### src/rtl/sha256_padder_if.sv
// sha256_padder_if -- streaming word input / padded block output bundle for
// the SHA-256 message padder.
//
// Optional feature macro: SHA256_PAD_PARTIAL_WORD_EN (adds in_nbytes).
//
// Signals:
//   in_word   [31:0]   message word, big-endian (first byte in [31:24])
//   in_valid           in_word valid this cycle
//   in_last            in_word is the final word of the message
//   in_nbytes [1:0]    valid bytes in the last word, 0 means 4 (macro only)
//   in_ready           padder accepts in_word this cycle
//   out_chunk [511:0]  padded block, word 0 in [511:480]
//   out_valid          out_chunk holds a complete block
//   out_final          out_chunk is the last block (carries the length)
//   out_ready          downstream consumes out_chunk
//
// Modports: master = message source / block sink, slave = padder.
interface sha256_padder_if;
    logic [31:0]  in_word;
    logic         in_valid;
    logic         in_last;
`ifdef SHA256_PAD_PARTIAL_WORD_EN
    logic [1:0]   in_nbytes;
`endif
    logic         in_ready;
    logic [511:0] out_chunk;
    logic         out_valid;
    logic         out_final;
    logic         out_ready;

    modport master (
        output in_word, in_valid, in_last,
`ifdef SHA256_PAD_PARTIAL_WORD_EN
        output in_nbytes,
`endif
        output out_ready,
        input  in_ready, out_chunk, out_valid, out_final
    );

    modport slave (
        input  in_word, in_valid, in_last,
`ifdef SHA256_PAD_PARTIAL_WORD_EN
        input  in_nbytes,
`endif
        input  out_ready,
        output in_ready, out_chunk, out_valid, out_final
    );
endinterface

### src/rtl/sha256_padder.sv
// sha256_padder -- collects 32-bit message words into 512-bit blocks and
// applies SHA-256 padding (0x80 byte, zero fill, 64-bit bit length).
//
// Optional feature macro: SHA256_PAD_PARTIAL_WORD_EN. When defined, the last
// word may carry 1..3 valid bytes (in_nbytes); otherwise every word is 4 bytes.
//
// Parameters:
//   LEN_WIDTH  width of the message bit-length counter (zero-extended to 64)
// Ports:
//   clock      rising-edge clock
//   reset      asynchronous active-high reset
//   bus        sha256_padder_if.slave (word input, block output handshakes)
module sha256_padder #(
    parameter int unsigned LEN_WIDTH = 64
) (
    input  logic           clock,
    input  logic           reset,
    sha256_padder_if.slave bus
);

    typedef enum logic [1:0] {FILL, PAD, EMIT} state_t;

    state_t               r_state;
    logic [3:0]           r_widx;
    logic [LEN_WIDTH-1:0] r_len;
    logic                 r_need80;      // 0x80 marker still to be written
    logic                 r_pad_pending; // another pure-padding block follows
    logic                 r_len_hi;      // index 14 of this block holds length[63:32]
    logic                 r_out_valid;
    logic                 r_out_final;
    logic [31:0]          r_buf [16];

    logic [31:0]          w_word;
    logic                 w_full;
    logic [LEN_WIDTH-1:0] w_len_inc;
    logic [63:0]          w_len64;

    assign w_len64 = 64'(r_len);

    // Incoming word after partial-word formatting.
    always_comb begin
        w_word    = bus.in_word;
        w_full    = 1'b1;
        w_len_inc = LEN_WIDTH'(32);
`ifdef SHA256_PAD_PARTIAL_WORD_EN
        if (bus.in_last) begin
            case (bus.in_nbytes)
                2'd1: begin
                    w_word    = {bus.in_word[31:24], 8'h80, 16'h0000};
                    w_full    = 1'b0;
                    w_len_inc = LEN_WIDTH'(8);
                end
                2'd2: begin
                    w_word    = {bus.in_word[31:16], 8'h80, 8'h00};
                    w_full    = 1'b0;
                    w_len_inc = LEN_WIDTH'(16);
                end
                2'd3: begin
                    w_word    = {bus.in_word[31:8], 8'h80};
                    w_full    = 1'b0;
                    w_len_inc = LEN_WIDTH'(24);
                end
                default: ;
            endcase
        end
`endif
    end

    assign bus.in_ready  = (r_state == FILL) && !reset;
    assign bus.out_valid = r_out_valid;
    assign bus.out_final = r_out_final;

    always_comb begin
        bus.out_chunk = '0;
        for (int unsigned i = 0; i < 16; i++) begin
            bus.out_chunk[32*(15-i) +: 32] = r_buf[i];
        end
    end

    always_ff @(posedge clock or posedge reset) begin
        if (reset) begin
            r_state       <= FILL;
            r_widx        <= '0;
            r_len         <= '0;
            r_need80      <= 1'b0;
            r_pad_pending <= 1'b0;
            r_len_hi      <= 1'b0;
            r_out_valid   <= 1'b0;
            r_out_final   <= 1'b0;
            for (int unsigned i = 0; i < 16; i++) begin
                r_buf[i] <= '0;
            end
        end else begin
            case (r_state)
                FILL: begin
                    if (bus.in_valid) begin
                        r_buf[r_widx] <= w_word;
                        r_widx        <= r_widx + 4'd1;
                        r_len         <= r_len + w_len_inc;
                        r_len_hi      <= 1'b0;
                        if (bus.in_last) begin
                            r_need80 <= w_full;
                            if (r_widx == 4'd15) begin
                                r_state       <= EMIT;
                                r_out_valid   <= 1'b1;
                                r_out_final   <= 1'b0;
                                r_pad_pending <= 1'b1;
                            end else begin
                                r_state <= PAD;
                            end
                        end else if (r_widx == 4'd15) begin
                            r_state       <= EMIT;
                            r_out_valid   <= 1'b1;
                            r_out_final   <= 1'b0;
                            r_pad_pending <= 1'b0;
                        end
                    end
                end

                PAD: begin
                    r_widx <= r_widx + 4'd1;
                    // Length goes in only if the marker is already down by
                    // index 14; otherwise the block closes with zeros and a
                    // further padding-only block carries the length.
                    if (r_widx == 4'd14 && !r_need80) begin
                        r_buf[14] <= w_len64[63:32];
                        r_len_hi  <= 1'b1;
                    end else if (r_widx == 4'd15 && r_len_hi) begin
                        r_buf[15]     <= w_len64[31:0];
                        r_len_hi      <= 1'b0;
                        r_state       <= EMIT;
                        r_out_valid   <= 1'b1;
                        r_out_final   <= 1'b1;
                        r_pad_pending <= 1'b0;
                    end else begin
                        r_buf[r_widx] <= r_need80 ? 32'h8000_0000 : 32'h0000_0000;
                        r_need80      <= 1'b0;
                        if (r_widx == 4'd15) begin
                            r_state       <= EMIT;
                            r_out_valid   <= 1'b1;
                            r_out_final   <= 1'b0;
                            r_pad_pending <= 1'b1;
                        end
                    end
                end

                EMIT: begin
                    if (bus.out_ready) begin
                        r_out_valid <= 1'b0;
                        r_widx      <= '0;
                        if (r_out_final) begin
                            r_len       <= '0;
                            r_need80    <= 1'b0;
                            r_out_final <= 1'b0;
                        end
                        if (r_pad_pending) begin
                            r_state       <= PAD;
                            r_pad_pending <= 1'b0;
                        end else begin
                            r_state <= FILL;
                        end
                    end
                end

                default: r_state <= FILL;
            endcase
        end
    end

endmodule

### src/flat_wrapper.sv
// flat-port wrapper written by rule: the top's interface ports become plain ports
module sha256_padder_flat 
#(
    parameter int unsigned LEN_WIDTH = 64
)
  (clock, reset, bus_in_word, bus_in_valid, bus_in_last, bus_out_ready, bus_in_ready, bus_out_chunk, bus_out_valid, bus_out_final);
  sha256_padder_if bus_i ();
  input  logic clock;
  input  logic reset;
  input wire logic [$bits(bus_i.in_word)-1:0] bus_in_word;
  input wire logic [$bits(bus_i.in_valid)-1:0] bus_in_valid;
  input wire logic [$bits(bus_i.in_last)-1:0] bus_in_last;
  input wire logic [$bits(bus_i.out_ready)-1:0] bus_out_ready;
  output wire logic [$bits(bus_i.in_ready)-1:0] bus_in_ready;
  output wire logic [$bits(bus_i.out_chunk)-1:0] bus_out_chunk;
  output wire logic [$bits(bus_i.out_valid)-1:0] bus_out_valid;
  output wire logic [$bits(bus_i.out_final)-1:0] bus_out_final;
  assign bus_i.in_word = bus_in_word;
  assign bus_i.in_valid = bus_in_valid;
  assign bus_i.in_last = bus_in_last;
  assign bus_i.out_ready = bus_out_ready;
  assign bus_in_ready = bus_i.in_ready;
  assign bus_out_chunk = bus_i.out_chunk;
  assign bus_out_valid = bus_i.out_valid;
  assign bus_out_final = bus_i.out_final;
  sha256_padder #(.LEN_WIDTH(LEN_WIDTH)) u_core (.clock(clock), .reset(reset), .bus(bus_i));
endmodule
### config.mk
export PLATFORM = sky130hd
export DESIGN_NAME = sha256_padder_flat
export DESIGN_NICKNAME = d
export VERILOG_FILES = /design/src/rtl/sha256_padder_if.sv /design/src/rtl/sha256_padder.sv /design/src/flat_wrapper.sv
export SDC_FILE = /design/constraint.sdc
export NUM_CORES = 1
export LEC_CHECK = 0
export CAP_MARGIN = 20
export CORE_ASPECT_RATIO = 0.6
export CORE_MARGIN = 10
export CORE_UTILIZATION = 30
export DETAILED_ROUTE_END_ITERATION = 8
export GPL_TIMING_DRIVEN = 0
export SLEW_MARGIN = 30
export SYNTH_ARGS = -nofsm -noshare
export SYNTH_HDL_FRONTEND = slang
export SYNTH_SLANG_ARGS = --single-unit
### constraint.sdc
create_clock -name clock -period 28.9 [get_ports clock]
set_input_delay 7.225 -clock clock [delete_from_list [all_inputs] [get_ports clock]]
set_output_delay 7.225 -clock clock [all_outputs]
set_load 0.02 [all_outputs]
==> results.rst <==
.. list-table::
   :header-rows: 1

   * - Metric
     - Value
   * - Run status
     - complete, no violations
   * - Initial Utilization
     - 0.3018
   * - Clk sinks
     - ~580
   * - DRC violations left
     - 0
   * - Final antenna-violating net count
     - 0
   * - Syn nets
     - 1919
   * - Pin count of the biggest net entering global routing
     - between 90 and 100
   * - Depth of the worst hold-timing path
     - 2
   * - Placed Cells incl. Taps
     - 3484
   * - Total Neg Setup Slack
     - 0 ns
   * - Syn-to-layout area delta
     - 38.74%
   * - Root buffer cell
     - clkbuf_16
   * - Fraction of the mapped netlist area in compound gates
     - 0.07123
   * - Share of the core filled with cells
     - 0.4187
   * - Inserted Clock Buffers
     - 58
   * - Transition time at the pin with the least slew margin
     - 0.9810 ns
   * - Gr ovfl total
     - 0
   * - Static Leakage
     - 14.21 nW
   * - Hold/Removal Path Class
     - reg -> reg
   * - Number of rows created at floorplan
     - 79
   * - Design Power
     - 3.880 mW
   * - First-pass GRT wire length
     - between 100 and 150 mm
   * - Number of DRC markers after the initial detailed-route iteration
     - 1248
   * - Post-synthesis register bit count
     - roughly 580
   * - Setup violations, final
     - 0
   * - Library cells used by synthesis
     - 47
   * - Final period util
     - 0.5453
   * - Class of the most critical setup path
     - in -> out
   * - Sequential-to-total area share from yosys stat
     - 0.6244
   * - Synthesis warning total
     - 0
   * - Max-cap violation count
     - 0
   * - Switching power as a share of total power
     - 0.3893
   * - Post-Synthesis Cell Area
     - between 20000 and 25000 um2
   * - Die outline width
     - roughly 380 um
   * - Peak clock frequency supported by timing
     - ~63 MHz
   * - Switching Power
     - between 1.5 and 2 mW
   * - Half-perimeter wire length after detailed placement
     - roughly 66 mm
   * - Count of cells resized by post-cts repair
     - 0
   * - Arrival time of data at the critical path endpoint
     - 8.54 ns
   * - Sum of routed wire length over all layers
     - approximately 90 mm
   * - Y dimension of the die
     - 236.0 um
   * - Final standard cell count with taps included and fillers excluded
     - ~3600
   * - Mean instance size in the synthesized netlist
     - 12.45 um2
   * - Required time of the worst setup path
     - 21.67 ns
   * - Max IR drop VDD
     - 0.06256 mV
   * - Number of antenna violations at the first check in global routing
     - 3
   * - Part of the total power dissipated in combinational logic
     - 0.456
   * - Number of global-route vias before repair
     - 18800
   * - Dominant combinational cell family by area after synthesis
     - multiplexers
   * - Adder and majority cell fraction of the synthesized area
     - 0.004828
   * - Critical Path Fanout Max
     - 2
   * - Xor and xnor area share after synthesis
     - 0.01014
   * - Core region area
     - 77300 um2
   * - Fraction of the mapped netlist area in simple logic gates
     - 0.09119
   * - Number of cell instances on the worst register-to-register path
     - 9
   * - Later-pin clock latency in the skew report
     - approximately 0.63 ns
   * - Worst Hold Margin
     - 0.4772 ns
   * - Total count of max-transition violations in the final report
     - 0
   * - Register share of total power
     - 0.338
   * - Instance count of the mapped netlist
     - around 1900
   * - Number of detailed-route iterations in the first pass
     - 6
   * - Clock-pin transition on the worst setup and hold timing paths
     - around 0.06 ns
   * - Critical Path End Type
     - primary output
   * - Via/cell ratio
     - 4.938
   * - Count of boundary I/O pins
     - about 550
   * - Port Buffers
     - 551
   * - Max-slew headroom at the worst pin
     - 0.3405
   * - Post-CTS setup buffer count
     - 0
   * - Internal Dissipation
     - about 2.4 mW
   * - Launching element type of the critical path
     - input pin
   * - CTS tree
     - done
   * - Clock tree skew after final layout
     - 0.01320 ns
   * - Buffer depth of the longest clock path
     - 3
   * - Pwr per Cell Area
     - 119.9 nW/um2
   * - Clock network power share
     - 0.206
   * - Gpl congestion
     - 0.8929
   * - Layout net count
     - between 2000 and 3000
   * - Overall fraction of global-route tracks in use
     - 0.1903
   * - Vias after detailed routing
     - 17720
   * - Average routed wire per standard cell
     - 24.48 um
   * - Die Area
     - around 90000 um2
   * - Post-layout minimum cycle time
     - 15.76 ns
   * - Layout cells sized above 1
     - 0.1961
   * - Share of synthesized area spent on multiplexers
     - 0.1730
   * - H-tree depth
     - 2
   * - RSZ-0062 raised after global routing
     - no
   * - Hold-fix buffers at CTS
     - 0
   * - Endpoints failing hold
     - 0
[through the flow]
| step | area (um2) | worst slack (ns) |
|---|---|---|
| final | 32360 | 13.14 |
| after global routing | 32360 | 13.05 |
| after CTS | 32360 | 13.12 |
| after detailed placement | 30370 | 13.12 |
| after global placement | 30160 | -0.9738 |
| after floorplan | 23330 | 5.390 |
[routing by layer]
layer  part of all wire  track usage
met1               0.42       0.2420
met2               0.46       0.3016
met3              0.099      0.07236
met4              0.025      0.05043
met5            0.00014            0
[layout make-up]
type,count,area [um2]
fill,7237,44930
sequential,582,14560
multi-input combinational,1147,8187
timing repair buffer,558,5708
clock buffer,82,1725
tap,1053,1318
buffer,133,546.8
clock inverter,21,262.8
inverter,11,48.80
antenna,1,2.502
[critical path, cell delays in order]
cell             delay, ns
clkdlybuf4s50_1       0.51
nor2b_1               0.17
clkdlybuf4s50_1       0.62
[cell usage after synthesis, drive strengths merged]
master	number	area (um2)
nand2b	2	12.51
nor3	9	45.04
a32oi	3	26.28
nand4	28	190.2
a21bo	1	10.01
o211ai	2	15.01
o21bai	2	15.01
or3	18	117.6
nor2	43	161.4
a2bb2oi	1	8.760
buf	39	193.9
ha	9	112.6
clkbuf	94	352.8
o31a	1	8.760
nor4	4	37.53
o211a	1	10.01
xor2	23	201.4
mux2i	5	50.05
nand3	36	180.2
a22o	5	43.79
nor2b	37	231.5
clkinv	1	3.750
a211o	2	17.52
o21ai	185	925.9
inv	10	37.54
nand2	222	833.3
dfrtp	582	14560
and4	11	96.34
or4	14	108.9
and3	12	75.07
and2	6	37.54
a31oi	2	12.51
a21oi	89	445.4
mux2	354	3986
xnor2	4	35.03
a311oi	1	8.760
o31ai	14	105.1
o41ai	1	8.760
[sequential cells by signal (all words and copies together) (netlist names)]
| signal | count |
|---|---|
| u_core.r_len | 59 |
| u_core.r_pad_pending | 1 |
| u_core.bus.out_chunk | 512 |
| u_core.r_state | 2 |
| u_core.r_len_hi | 1 |
| u_core.bus.out_valid | 1 |
| u_core.r_need80 | 1 |
| u_core.bus.out_final | 1 |
| u_core.r_widx | 4 |
[power groups by stage]
stage                     sequential [mW]  combinational (mW)  clock, mW
after floorplan                      1.66               0.495          0
after global placement               1.31                1.77          0
after detailed placement             1.32                1.79          0
after CTS                            1.31                1.80      0.818
after global routing                 1.35                1.88      0.855
final                                1.31                1.77      0.798
[worst paths after layout]
check | slack [ns] | startpoint | end
min in group asynchronous | 7.04 | reset | u_core.bus.out_chunk[256]
max in group asynchronous | 20.21 | reset | u_core.bus.out_chunk[79]
min reg2reg | 0.48 | u_core.bus.out_chunk[271] | u_core.bus.out_chunk[271]
max reg2reg | 25.29 | u_core.r_widx[0] | u_core.bus.out_chunk[335]
min | 0.48 | u_core.bus.out_chunk[271] | u_core.bus.out_chunk[271]
max | 13.14 | reset | bus_in_ready
[logic make-up (layout without fill, tap and decap cells)]
kind of cell	Yosys count	after routing
AO/OA/AOI/OAI	310	310
buffers and inverters	144	805
multiplexers	359	359
flip-flops	582	582
other	0	1
AND/OR/NAND/NOR	442	442
XOR/XNOR	27	27
adder cells (fa/ha/maj)	9	9
[placed cells by master, fill, tap and decap left out, drive strengths merged, types with 36 or more instances in the layout]
cell type,synthesis,final
a21oi,89,89
buf,39,46
clkbuf,94,176
clkdlybuf4s50,0,551
dfrtp,582,582
mux2,354,354
nand2,222,222
nand3,36,36
nor2,43,43
nor2b,37,37
o21ai,185,185
Note: power is estimated with default switching activity, not from simulation.
